===== config.mk =====
export PLATFORM = sky130hd
export DESIGN_NAME = memory_access_stage_flat
export DESIGN_NICKNAME = d
export VERILOG_FILES = /design/src/rtl/memory_access_stage.sv /design/src/rtl/memory_access_stage_if.sv /design/src/flat_wrapper.sv
export SDC_FILE = /design/constraint.sdc
export NUM_CORES = 1
export LEC_CHECK = 0
export CORE_UTILIZATION = 30
export DETAILED_ROUTE_END_ITERATION = 12
export REMOVE_ABC_BUFFERS = 1
export SYNTH_ARGS = -nofsm -noshare
export SYNTH_HDL_FRONTEND = slang
export SYNTH_SLANG_ARGS = --single-unit

===== constraint.sdc =====
create_clock -name clk_i -period 2.4 [get_ports clk_i]
set_clock_uncertainty 0.05 [all_clocks]
set_input_delay 0.48 -clock clk_i [delete_from_list [all_inputs] [get_ports clk_i]]
set_output_delay 0.48 -clock clk_i [all_outputs]
set_load 0.01 [all_outputs]

===== src/rtl/memory_access_stage.sv =====
// -----------------------------------------------------------------------------
// memory_access_stage_pkg / memory_access_stage
//   MEM pipeline stage sitting directly after the EX/MEM register.
//   Decodes Thumb load/store opcodes, runs one req/ack access at a time on the
//   data-memory port with byte-lane enables, sign/zero-extends load data and
//   registers the MEM/WB outputs. While an access is outstanding stall_o holds
//   PC/IF/ID/EX and the EX/MEM register. The EX/MEM destination and ALU result
//   are exposed combinationally for forwarding into EX.
//
//   Parameters
//     WORD        datapath width (byte-lane logic assumes 32)
//     ADDR_WIDTH  register-file address width
//
//   Ports
//     clk_i, reset_i           clock (rising edge), async active-low reset
//     is_valid_i               EX/MEM entry valid
//     mem_write_en_i           store enable from EX/MEM
//     reg_file_write_en_i      register-file write enable
//     reg_file_data_source_i   write-back data: ALU result or memory data
//     opA_opB_i                [6:3] opA, [2:0] opB (Thumb encoding)
//     reg_dest_addr_i          destination register
//     alu_result_i             effective address / ALU result
//     reg_2_data_i             store data
//     dmem                     data-memory port (master side)
//     stall_o                  freeze upstream pipe
//     reg_write_en_MEM_o       forward: write enable of the EX/MEM entry
//     reg_dest_MEM_o           forward: destination of the EX/MEM entry
//     reg_data_MEM_o           forward: ALU result of the EX/MEM entry
//     is_valid_o               MEM/WB entry valid
//     reg_file_write_en_o      MEM/WB register-file write enable
//     reg_dest_addr_o          MEM/WB destination
//     reg_data_o               MEM/WB write-back data
//     align_fault_o            (MEM_ALIGN_FAULT_EN only) misaligned-access pulse
//
//   Build option
//     MEM_ALIGN_FAULT_EN  when defined, misaligned half/word accesses issue no
//                         request, pulse align_fault_o and retire as a bubble.
//                         When undefined, lanes simply follow the address bits.
// -----------------------------------------------------------------------------
package memory_access_stage_pkg;

  typedef enum logic {
    MEM_WRITE_NONE = 1'b0,
    MEM_WRITE_EN   = 1'b1
  } mem_write_signal;

  typedef enum logic {
    RF_WRITE_NONE = 1'b0,
    RF_WRITE_EN   = 1'b1
  } reg_file_write_sig;

  typedef enum logic {
    DATA_SRC_ALU = 1'b0,
    DATA_SRC_MEM = 1'b1
  } reg_file_data_source;

  typedef enum logic [1:0] {
    SIZE_BYTE = 2'd0,
    SIZE_HALF = 2'd1,
    SIZE_WORD = 2'd2
  } access_size_t;

  typedef struct packed {
    logic         is_mem;
    logic         is_load;
    logic         is_signed;
    access_size_t size;
  } mem_decode_t;

  // Thumb load/store decode. Register-offset forms (opA=0101) carry size, sign
  // and direction in opB; immediate/SP-relative forms carry size in opA and
  // direction in opB[2].
  function automatic mem_decode_t decode_op(input logic [6:0] op);
    mem_decode_t d;
    d.is_mem    = 1'b0;
    d.is_load   = 1'b0;
    d.is_signed = 1'b0;
    d.size      = SIZE_WORD;
    case (op[6:3])
      4'b0101: begin
        d.is_mem = 1'b1;
        case (op[2:0])
          3'b000: begin d.is_load = 1'b0; d.size = SIZE_WORD; end
          3'b001: begin d.is_load = 1'b0; d.size = SIZE_HALF; end
          3'b010: begin d.is_load = 1'b0; d.size = SIZE_BYTE; end
          3'b011: begin d.is_load = 1'b1; d.size = SIZE_BYTE; d.is_signed = 1'b1; end
          3'b100: begin d.is_load = 1'b1; d.size = SIZE_WORD; end
          3'b101: begin d.is_load = 1'b1; d.size = SIZE_HALF; end
          3'b110: begin d.is_load = 1'b1; d.size = SIZE_BYTE; end
          default: begin d.is_load = 1'b1; d.size = SIZE_HALF; d.is_signed = 1'b1; end
        endcase
      end
      4'b0110, 4'b1001: begin
        d.is_mem  = 1'b1;
        d.is_load = op[2];
        d.size    = SIZE_WORD;
      end
      4'b0111: begin
        d.is_mem  = 1'b1;
        d.is_load = op[2];
        d.size    = SIZE_BYTE;
      end
      4'b1000: begin
        d.is_mem  = 1'b1;
        d.is_load = op[2];
        d.size    = SIZE_HALF;
      end
      default: ;
    endcase
    return d;
  endfunction

endpackage

module memory_access_stage
  import memory_access_stage_pkg::*;
#(
  parameter int WORD       = 32,
  parameter int ADDR_WIDTH = 4
) (
  input  logic                   clk_i,
  input  logic                   reset_i,

  input  logic                   is_valid_i,
  input  mem_write_signal        mem_write_en_i,
  input  reg_file_write_sig      reg_file_write_en_i,
  input  reg_file_data_source    reg_file_data_source_i,
  input  logic [6:0]             opA_opB_i,
  input  logic [ADDR_WIDTH-1:0]  reg_dest_addr_i,
  input  logic [WORD-1:0]        alu_result_i,
  input  logic [WORD-1:0]        reg_2_data_i,

  memory_access_stage_if.master  dmem,

  output logic                   stall_o,

  output reg_file_write_sig      reg_write_en_MEM_o,
  output logic [ADDR_WIDTH-1:0]  reg_dest_MEM_o,
  output logic [WORD-1:0]        reg_data_MEM_o,

  output logic                   is_valid_o,
  output reg_file_write_sig      reg_file_write_en_o,
  output logic [ADDR_WIDTH-1:0]  reg_dest_addr_o,
  output logic [WORD-1:0]        reg_data_o
`ifdef MEM_ALIGN_FAULT_EN
  ,
  output logic                   align_fault_o
`endif
);

  typedef enum logic {
    ST_IDLE = 1'b0,
    ST_REQ  = 1'b1
  } state_t;

  state_t state;

  // Decode of the entry currently in EX/MEM.
  mem_decode_t dec;
  logic        accept;
  logic        issue;
  logic        fault_access;

  // Registered memory-port drivers.
  logic            req_q;
  logic            we_q;
  logic [WORD-1:0] addr_out_q;
  logic [3:0]      be_q;
  logic [WORD-1:0] wdata_q;

  // Access context captured at issue, used when the ack returns.
  logic [WORD-1:0]       addr_q;
  access_size_t          size_q;
  logic                  signed_q;
  reg_file_data_source   src_q;
  reg_file_write_sig     rf_we_q;
  logic [ADDR_WIDTH-1:0] dest_q;

  logic [3:0]      be_next;
  logic [WORD-1:0] wdata_next;
  logic [7:0]      lane_byte;
  logic [15:0]     lane_half;
  logic [WORD-1:0] load_data;

  assign dec = decode_op(opA_opB_i);

  // A decoded store only goes to memory when EX/MEM also enables the write;
  // otherwise the entry retires like a non-memory op.
  assign accept = is_valid_i && dec.is_mem &&
                  (dec.is_load || (mem_write_en_i == MEM_WRITE_EN));

`ifdef MEM_ALIGN_FAULT_EN
  logic misaligned;
  assign misaligned   = ((dec.size == SIZE_HALF) && alu_result_i[0]) ||
                        ((dec.size == SIZE_WORD) && (alu_result_i[1:0] != 2'b00));
  assign issue        = accept && !misaligned;
  assign fault_access = accept && misaligned;
`else
  assign issue        = accept;
  assign fault_access = 1'b0;
`endif

  // Lane enables and replicated write data for the access being issued.
  // Half/word lanes ignore the low address bits they cannot represent.
  always_comb begin
    // NOTE: every always_comb output gets a default first so no path can leave
    // it unassigned and infer a latch.
    be_next    = 4'b1111;
    wdata_next = reg_2_data_i;
    case (dec.size)
      SIZE_BYTE: begin
        be_next    = 4'b0001 << alu_result_i[1:0];
        wdata_next = {4{reg_2_data_i[7:0]}};
      end
      SIZE_HALF: begin
        be_next    = alu_result_i[1] ? 4'b1100 : 4'b0011;
        wdata_next = {2{reg_2_data_i[15:0]}};
      end
      default: ;
    endcase
  end

  // Lane extraction and extension of the returned read word.
  always_comb begin
    lane_byte = dmem.rdata[7:0];
    case (addr_q[1:0])
      2'd1:    lane_byte = dmem.rdata[15:8];
      2'd2:    lane_byte = dmem.rdata[23:16];
      2'd3:    lane_byte = dmem.rdata[31:24];
      default: ;
    endcase
    lane_half = addr_q[1] ? dmem.rdata[31:16] : dmem.rdata[15:0];
    case (size_q)
      SIZE_BYTE: load_data = {{24{signed_q & lane_byte[7]}}, lane_byte};
      SIZE_HALF: load_data = {{16{signed_q & lane_half[15]}}, lane_half};
      default:   load_data = dmem.rdata;
    endcase
  end

  // Stall is combinational so the upstream pipe freezes in the very cycle the
  // op is seen, and releases in the ack cycle. Forced low while in reset.
  always_comb begin
    stall_o = 1'b0;
    if (reset_i) begin
      stall_o = (state == ST_IDLE) ? issue : !dmem.ack;
    end
  end

  // Forwarding taps straight off EX/MEM; held at zero during reset so EX never
  // picks up a bypass from an entry the pipe is about to discard.
  assign reg_write_en_MEM_o = (reset_i && is_valid_i) ? reg_file_write_en_i : RF_WRITE_NONE;
  assign reg_dest_MEM_o     = reset_i ? reg_dest_addr_i : '0;
  assign reg_data_MEM_o     = reset_i ? alu_result_i    : '0;

  assign dmem.req   = req_q;
  assign dmem.we    = we_q;
  assign dmem.addr  = addr_out_q;
  assign dmem.be    = be_q;
  assign dmem.wdata = wdata_q;

  always_ff @(posedge clk_i or negedge reset_i) begin
    if (!reset_i) begin
      // NOTE: sequential state uses non-blocking assignments so every register
      // samples pre-edge values regardless of statement order.
      state               <= ST_IDLE;
      req_q               <= 1'b0;
      we_q                <= 1'b0;
      addr_out_q          <= '0;
      be_q                <= '0;
      wdata_q             <= '0;
      addr_q              <= '0;
      size_q              <= SIZE_WORD;
      signed_q            <= 1'b0;
      src_q               <= DATA_SRC_ALU;
      rf_we_q             <= RF_WRITE_NONE;
      dest_q              <= '0;
      is_valid_o          <= 1'b0;
      reg_file_write_en_o <= RF_WRITE_NONE;
      reg_dest_addr_o     <= '0;
      reg_data_o          <= '0;
`ifdef MEM_ALIGN_FAULT_EN
      align_fault_o       <= 1'b0;
`endif
    end else begin
`ifdef MEM_ALIGN_FAULT_EN
      align_fault_o <= 1'b0;
`endif
      case (state)
        ST_IDLE: begin
          if (issue) begin
            state      <= ST_REQ;
            req_q      <= 1'b1;
            we_q       <= !dec.is_load;
            addr_out_q <= {alu_result_i[WORD-1:2], 2'b00};
            be_q       <= be_next;
            wdata_q    <= wdata_next;
            addr_q     <= alu_result_i;
            size_q     <= dec.size;
            signed_q   <= dec.is_signed;
            src_q      <= reg_file_data_source_i;
            rf_we_q    <= reg_file_write_en_i;
            dest_q     <= reg_dest_addr_i;
            // Stalled: the entry stays in EX/MEM, so WB gets a bubble.
            is_valid_o          <= 1'b0;
            reg_file_write_en_o <= RF_WRITE_NONE;
          end else if (fault_access) begin
`ifdef MEM_ALIGN_FAULT_EN
            align_fault_o <= 1'b1;
`endif
            is_valid_o          <= 1'b0;
            reg_file_write_en_o <= RF_WRITE_NONE;
          end else begin
            // Non-memory op or invalid entry: one-cycle pass-through.
            is_valid_o          <= is_valid_i;
            reg_file_write_en_o <= is_valid_i ? reg_file_write_en_i : RF_WRITE_NONE;
            reg_dest_addr_o     <= reg_dest_addr_i;
            reg_data_o          <= alu_result_i;
          end
        end

        ST_REQ: begin
          if (dmem.ack) begin
            state               <= ST_IDLE;
            req_q               <= 1'b0;
            is_valid_o          <= 1'b1;
            reg_file_write_en_o <= rf_we_q;
            reg_dest_addr_o     <= dest_q;
            reg_data_o          <= (src_q == DATA_SRC_MEM) ? load_data : addr_q;
          end else begin
            is_valid_o          <= 1'b0;
            reg_file_write_en_o <= RF_WRITE_NONE;
          end
        end

        default: state <= ST_IDLE;
      endcase
    end
  end

endmodule

===== src/rtl/memory_access_stage_if.sv =====
// -----------------------------------------------------------------------------
// memory_access_stage_if
//   Request/acknowledge data-memory port used by the MEM stage.
//   The master (the MEM stage) holds req/we/addr/be/wdata stable from the first
//   request cycle until the slave returns ack. rdata is valid in the ack cycle.
//
//   Signals
//     req    master -> slave  access request
//     we     master -> slave  1 = write, 0 = read
//     addr   master -> slave  word-aligned byte address
//     be     master -> slave  byte-lane enables (bit n = byte n of the word)
//     wdata  master -> slave  lane-replicated store data
//     ack    slave  -> master access complete
//     rdata  slave  -> master read word, valid while ack is high
// -----------------------------------------------------------------------------
interface memory_access_stage_if #(
  parameter int WORD = 32
);
  logic            req;
  logic            we;
  logic [WORD-1:0] addr;
  logic [3:0]      be;
  logic [WORD-1:0] wdata;
  logic            ack;
  logic [WORD-1:0] rdata;

  modport master (
    output req, we, addr, be, wdata,
    input  ack, rdata
  );

  modport slave (
    input  req, we, addr, be, wdata,
    output ack, rdata
  );
endinterface


===== src/flat_wrapper.sv =====
// flat-port wrapper written by rule: the top's interface ports become plain ports
module memory_access_stage_flat import memory_access_stage_pkg::*;
#(
  parameter int WORD       = 32,
  parameter int ADDR_WIDTH = 4
)
  (clk_i, reset_i, is_valid_i, mem_write_en_i, reg_file_write_en_i, reg_file_data_source_i, opA_opB_i, reg_dest_addr_i, alu_result_i, reg_2_data_i, stall_o, reg_write_en_MEM_o, reg_dest_MEM_o, reg_data_MEM_o, is_valid_o, reg_file_write_en_o, reg_dest_addr_o, reg_data_o, dmem_req, dmem_we, dmem_addr, dmem_be, dmem_wdata, dmem_ack, dmem_rdata);
  memory_access_stage_if #(.WORD(WORD)) dmem_i ();
  input  logic clk_i;
  input  logic reset_i;
  input  logic is_valid_i;
  input  mem_write_signal mem_write_en_i;
  input  reg_file_write_sig reg_file_write_en_i;
  input  reg_file_data_source reg_file_data_source_i;
  input  logic [6:0] opA_opB_i;
  input  logic [ADDR_WIDTH-1:0] reg_dest_addr_i;
  input  logic [WORD-1:0] alu_result_i;
  input  logic [WORD-1:0] reg_2_data_i;
  output logic stall_o;
  output reg_file_write_sig reg_write_en_MEM_o;
  output logic [ADDR_WIDTH-1:0] reg_dest_MEM_o;
  output logic [WORD-1:0] reg_data_MEM_o;
  output logic is_valid_o;
  output reg_file_write_sig reg_file_write_en_o;
  output logic [ADDR_WIDTH-1:0] reg_dest_addr_o;
  output logic [WORD-1:0] reg_data_o;
  output wire logic [$bits(dmem_i.req)-1:0] dmem_req;
  output wire logic [$bits(dmem_i.we)-1:0] dmem_we;
  output wire logic [$bits(dmem_i.addr)-1:0] dmem_addr;
  output wire logic [$bits(dmem_i.be)-1:0] dmem_be;
  output wire logic [$bits(dmem_i.wdata)-1:0] dmem_wdata;
  input wire logic [$bits(dmem_i.ack)-1:0] dmem_ack;
  input wire logic [$bits(dmem_i.rdata)-1:0] dmem_rdata;
  assign dmem_req = dmem_i.req;
  assign dmem_we = dmem_i.we;
  assign dmem_addr = dmem_i.addr;
  assign dmem_be = dmem_i.be;
  assign dmem_wdata = dmem_i.wdata;
  assign dmem_i.ack = dmem_ack;
  assign dmem_i.rdata = dmem_rdata;
  memory_access_stage #(.WORD(WORD), .ADDR_WIDTH(ADDR_WIDTH)) u_core (.clk_i(clk_i), .reset_i(reset_i), .is_valid_i(is_valid_i), .mem_write_en_i(mem_write_en_i), .reg_file_write_en_i(reg_file_write_en_i), .reg_file_data_source_i(reg_file_data_source_i), .opA_opB_i(opA_opB_i), .reg_dest_addr_i(reg_dest_addr_i), .alu_result_i(alu_result_i), .reg_2_data_i(reg_2_data_i), .dmem(dmem_i), .stall_o(stall_o), .reg_write_en_MEM_o(reg_write_en_MEM_o), .reg_dest_MEM_o(reg_dest_MEM_o), .reg_data_MEM_o(reg_data_MEM_o), .is_valid_o(is_valid_o), .reg_file_write_en_o(reg_file_write_en_o), .reg_dest_addr_o(reg_dest_addr_o), .reg_data_o(reg_data_o));
endmodule

==> results.cfg <==
[outcome]
status = completed

[worst_setup_path]
slowest_stage = clkdlybuf4s50_1
crit_arrival_ps = 1790
crit_chain = clkdlybuf4s50_1 -> nor2_1 -> o21a_2 -> o31a_4 -> clkinv_4 -> and2_1 -> buf_2
crit_start = opA_opB_i[2]
max_stage_delay_ps = 480
worstSetupEndpointType = output pin
critPathKind = input pin to output pin
cp_data_required_time_ps = 1870
cp-start-kind = input pin
r2r-start = u_core.addr_q[1]
critPathMaxFanout = 2

[finish]
area_growth_pct = 55.9
finish.utilization_pct = 47.8
final_cell_area_mm2 = 0.0104
mostFrequentLayoutCells = clkdlybuf4s50_1 (249), nand2_1 (216), dfrtp_1 (116), buf_4 (58), o21ai_0 (51)
multi_input_area_mm2 = 0.00315
drive_above_1_share_pct = 12.2
n_fill_cell = 2109
regArea_mm2 = 0.00296
n_antenna_cell = 0
fin_nets = 1146
layout_commonest_cell = clkdlybuf4s50_1

[grt]
gr-usage-all-layers_pct = 21.6
grt-ovfl-total = 0
grt_pass1_vias = 6388
antenna_found_initial = 0
grt_first_pass_wirelength_mm = 36.7
grt_max_degree = 61

[sta]
fmax_mhz = 430
tightest_slew_ps = 963
slew_violations = 0
worst_slew_margin_rel_pct = 35.6
finalHoldViolations = 0
fin_crit_sh_pct = 96.8
min_period_ps = 2320
rsz0062_at_grt = false
setup_ws_ps = 77.0
setup_violations = 0

[detailed_routing]
routed_wl_mm = 24.4
wl_per_cell_um = 18.4
drt_drc_violations_left = 0
first_iter_violations = 343
first_pass_iters = 5
viasPerCell = 4.94
final_antenna_net_count = 0
via_count = 6545

[placed_design]
port_buffers = 257
hpwlAfterDp_mm = 17.4
gp_congestion = 0.803
postPlaceCellArea_mm2 = 0.00973
post-place-ws_ps = -573

[worst_hold_path]
hp-class = input pin to asynchronous set/reset pin

[pwr]
power.density_mw_per_mm2 = 822
leakage_nw = 4.53
ir_drop_mv = 0.416

[die]
core_mm2 = 0.0218
die_area_mm2 = 0.0229
start_util_pct = 30.7
num_io_pins = 260
chipHeight_um = 151
die_w_um = 151
rows = 54

[yosys]
synth_area_per_cell_um2 = 8.70
async_flop_share_pct = 100
synth.cell_area_mm2 = 0.00669
yosysSeqAreaShare_pct = 44.1
yosysUniqueCellTypes = 57
ys_ff_latch = 118
syn_inst = 769
synth_edf_count = 0
synth-main-ff-cell = dfrtp_1
synth-warning-count = 0

[clocking]
cts_buffers = 17
clkLatencyLatePin_ps = 410
root_buffer = clkbuf_16
h-tree-depth = 4
cts_tree = built
cts.clk_slew.worst_paths_ps = 60
cts_sinks = 118
cts_buffer_depth = 2

[job]
cap_viol_max_count = 0
routing by layer:
metal  vias to the layer above  global-route usage (%)  wire, um  share of wire, %
met5                         -                       0         0                 0
met4                         0                    7.40       425               1.7
met3                        26                    7.14      2200               9.0
met2                       266                    34.8     11200                46
met1                      3070                    26.8     10500                43
li1                       3183                       -         -                 -
cells in the mapped netlist (all sizes together), types with 3 or more instances:
cell type / n / share of area, %
a22o: 17 / 2.2
nand2b: 7 / 0.65
nor2b: 5 / 0.47
a221o: 16 / 2.4
mux2i: 18 / 2.7
mux2: 3 / 0.56
o221ai: 4 / 0.52
nor3: 4 / 0.47
and3: 8 / 0.75
clkbuf: 34 / 1.9
o21ai: 70 / 5.6
a222oi: 8 / 1.2
nand3: 6 / 0.64
o2111a: 4 / 0.67
o22a: 10 / 1.3
nand2: 216 / 12
o21a: 7 / 0.80
a21oi: 24 / 1.9
buf: 55 / 6.5
nor2: 24 / 1.5
nand4b: 5 / 0.65
a31oi: 27 / 2.7
and2: 39 / 3.6
o31ai: 7 / 0.79
inv: 11 / 0.62
dfrtp: 117 / 44
path summary, 6_finish.rpt:
check	to	slack [ps]	depth (start not counted)
setup / recovery	stall_o	80	7
min in group clk_i	u_core.dmem.we	410	2
hold / removal	u_core.reg_data_o[16]	150	3
max in group asynchronous	u_core.dmem.req	810	3
hold reg to reg	u_core.dmem.we	410	2
setup reg to reg	u_core.reg_data_o[7]	270	6
power by group:
part | leakage, nW | total, mW | switching, mW | internal (mW)
clock | 0.305 | 2.76 | 0.916 | 1.84
sequential | 1.43 | 2.81 | 0.342 | 2.47
combinational | 2.80 | 3.00 | 1.42 | 1.58
total | 4.53 | 8.57 | 2.68 | 5.89
critical path: cells and delay by family:
| family | cells | cell delay (ps) |
|---|---|---|
| buf+inv | 3 | 650 |
| compound gates | 2 | 510 |
| simple gates | 2 | 160 |
flip-flops by register name, summed over array words and instances (netlist names):
name	count
u_core.dmem.req	1
u_core.state	1
u_core.dmem.we	1
u_core.dmem.wdata	32
u_core.rf_we_q	1
u_core.dmem.be	4
u_core.size_q	2
u_core.signed_q	1
u_core.is_valid_o	1
u_core.reg_dest_addr_o	4
u_core.dmem.addr	1
u_core.reg_data_o	32
u_core.addr_q	31
u_core.src_q	1
u_core.reg_file_write_en_o	1
u_core.dest_q	4
kinds of logic (layout without fill, tap and decap cells):
logic type,count (synthesis),count (layout),share of synthesized area [%]
mux,21,21,3.25
simple gates,319,319,21.4
other cells,1,2,0.0560
compound gates,208,208,21.9
buf+inv,102,376,9.20
flops,118,118,44.1
area by class of cell:
class,instances,share of cell area [%]
clock buffer,23,4.68
sequential,118,28.3
tap,280,3.36
multi-input combinational,550,30.2
inverter,13,0.516
timing repair buffer,332,31.6
clock inverter,8,1.39
metrics by stage:
stage / power, mW / hold slack (ps) / setup TNS [ps] / instances
4_1_cts: 8.67 / 145 / 0 / 1324
3_5_place_dp: 5.85 / 392 / -19020 / 1286
6_report: 8.57 / 152 / 0 / 1324
5_1_grt: 9.04 / 160 / 0 / 1324
3_3_place_gp: 5.83 / 392 / -16690 / 1286
2_1_floorplan: 3.98 / 134 / -30320 / 681
repair_timing:
action	4_1_cts	5_1_grt
setup buffers	3	0
endpoints found under the hold margin	50	0
gates resized for setup	12	2
hold buffers	4	0
setup endpoints to repair	1	1
pin swaps	4	3
No activity file was read; power rests on OpenSTA's default activity.
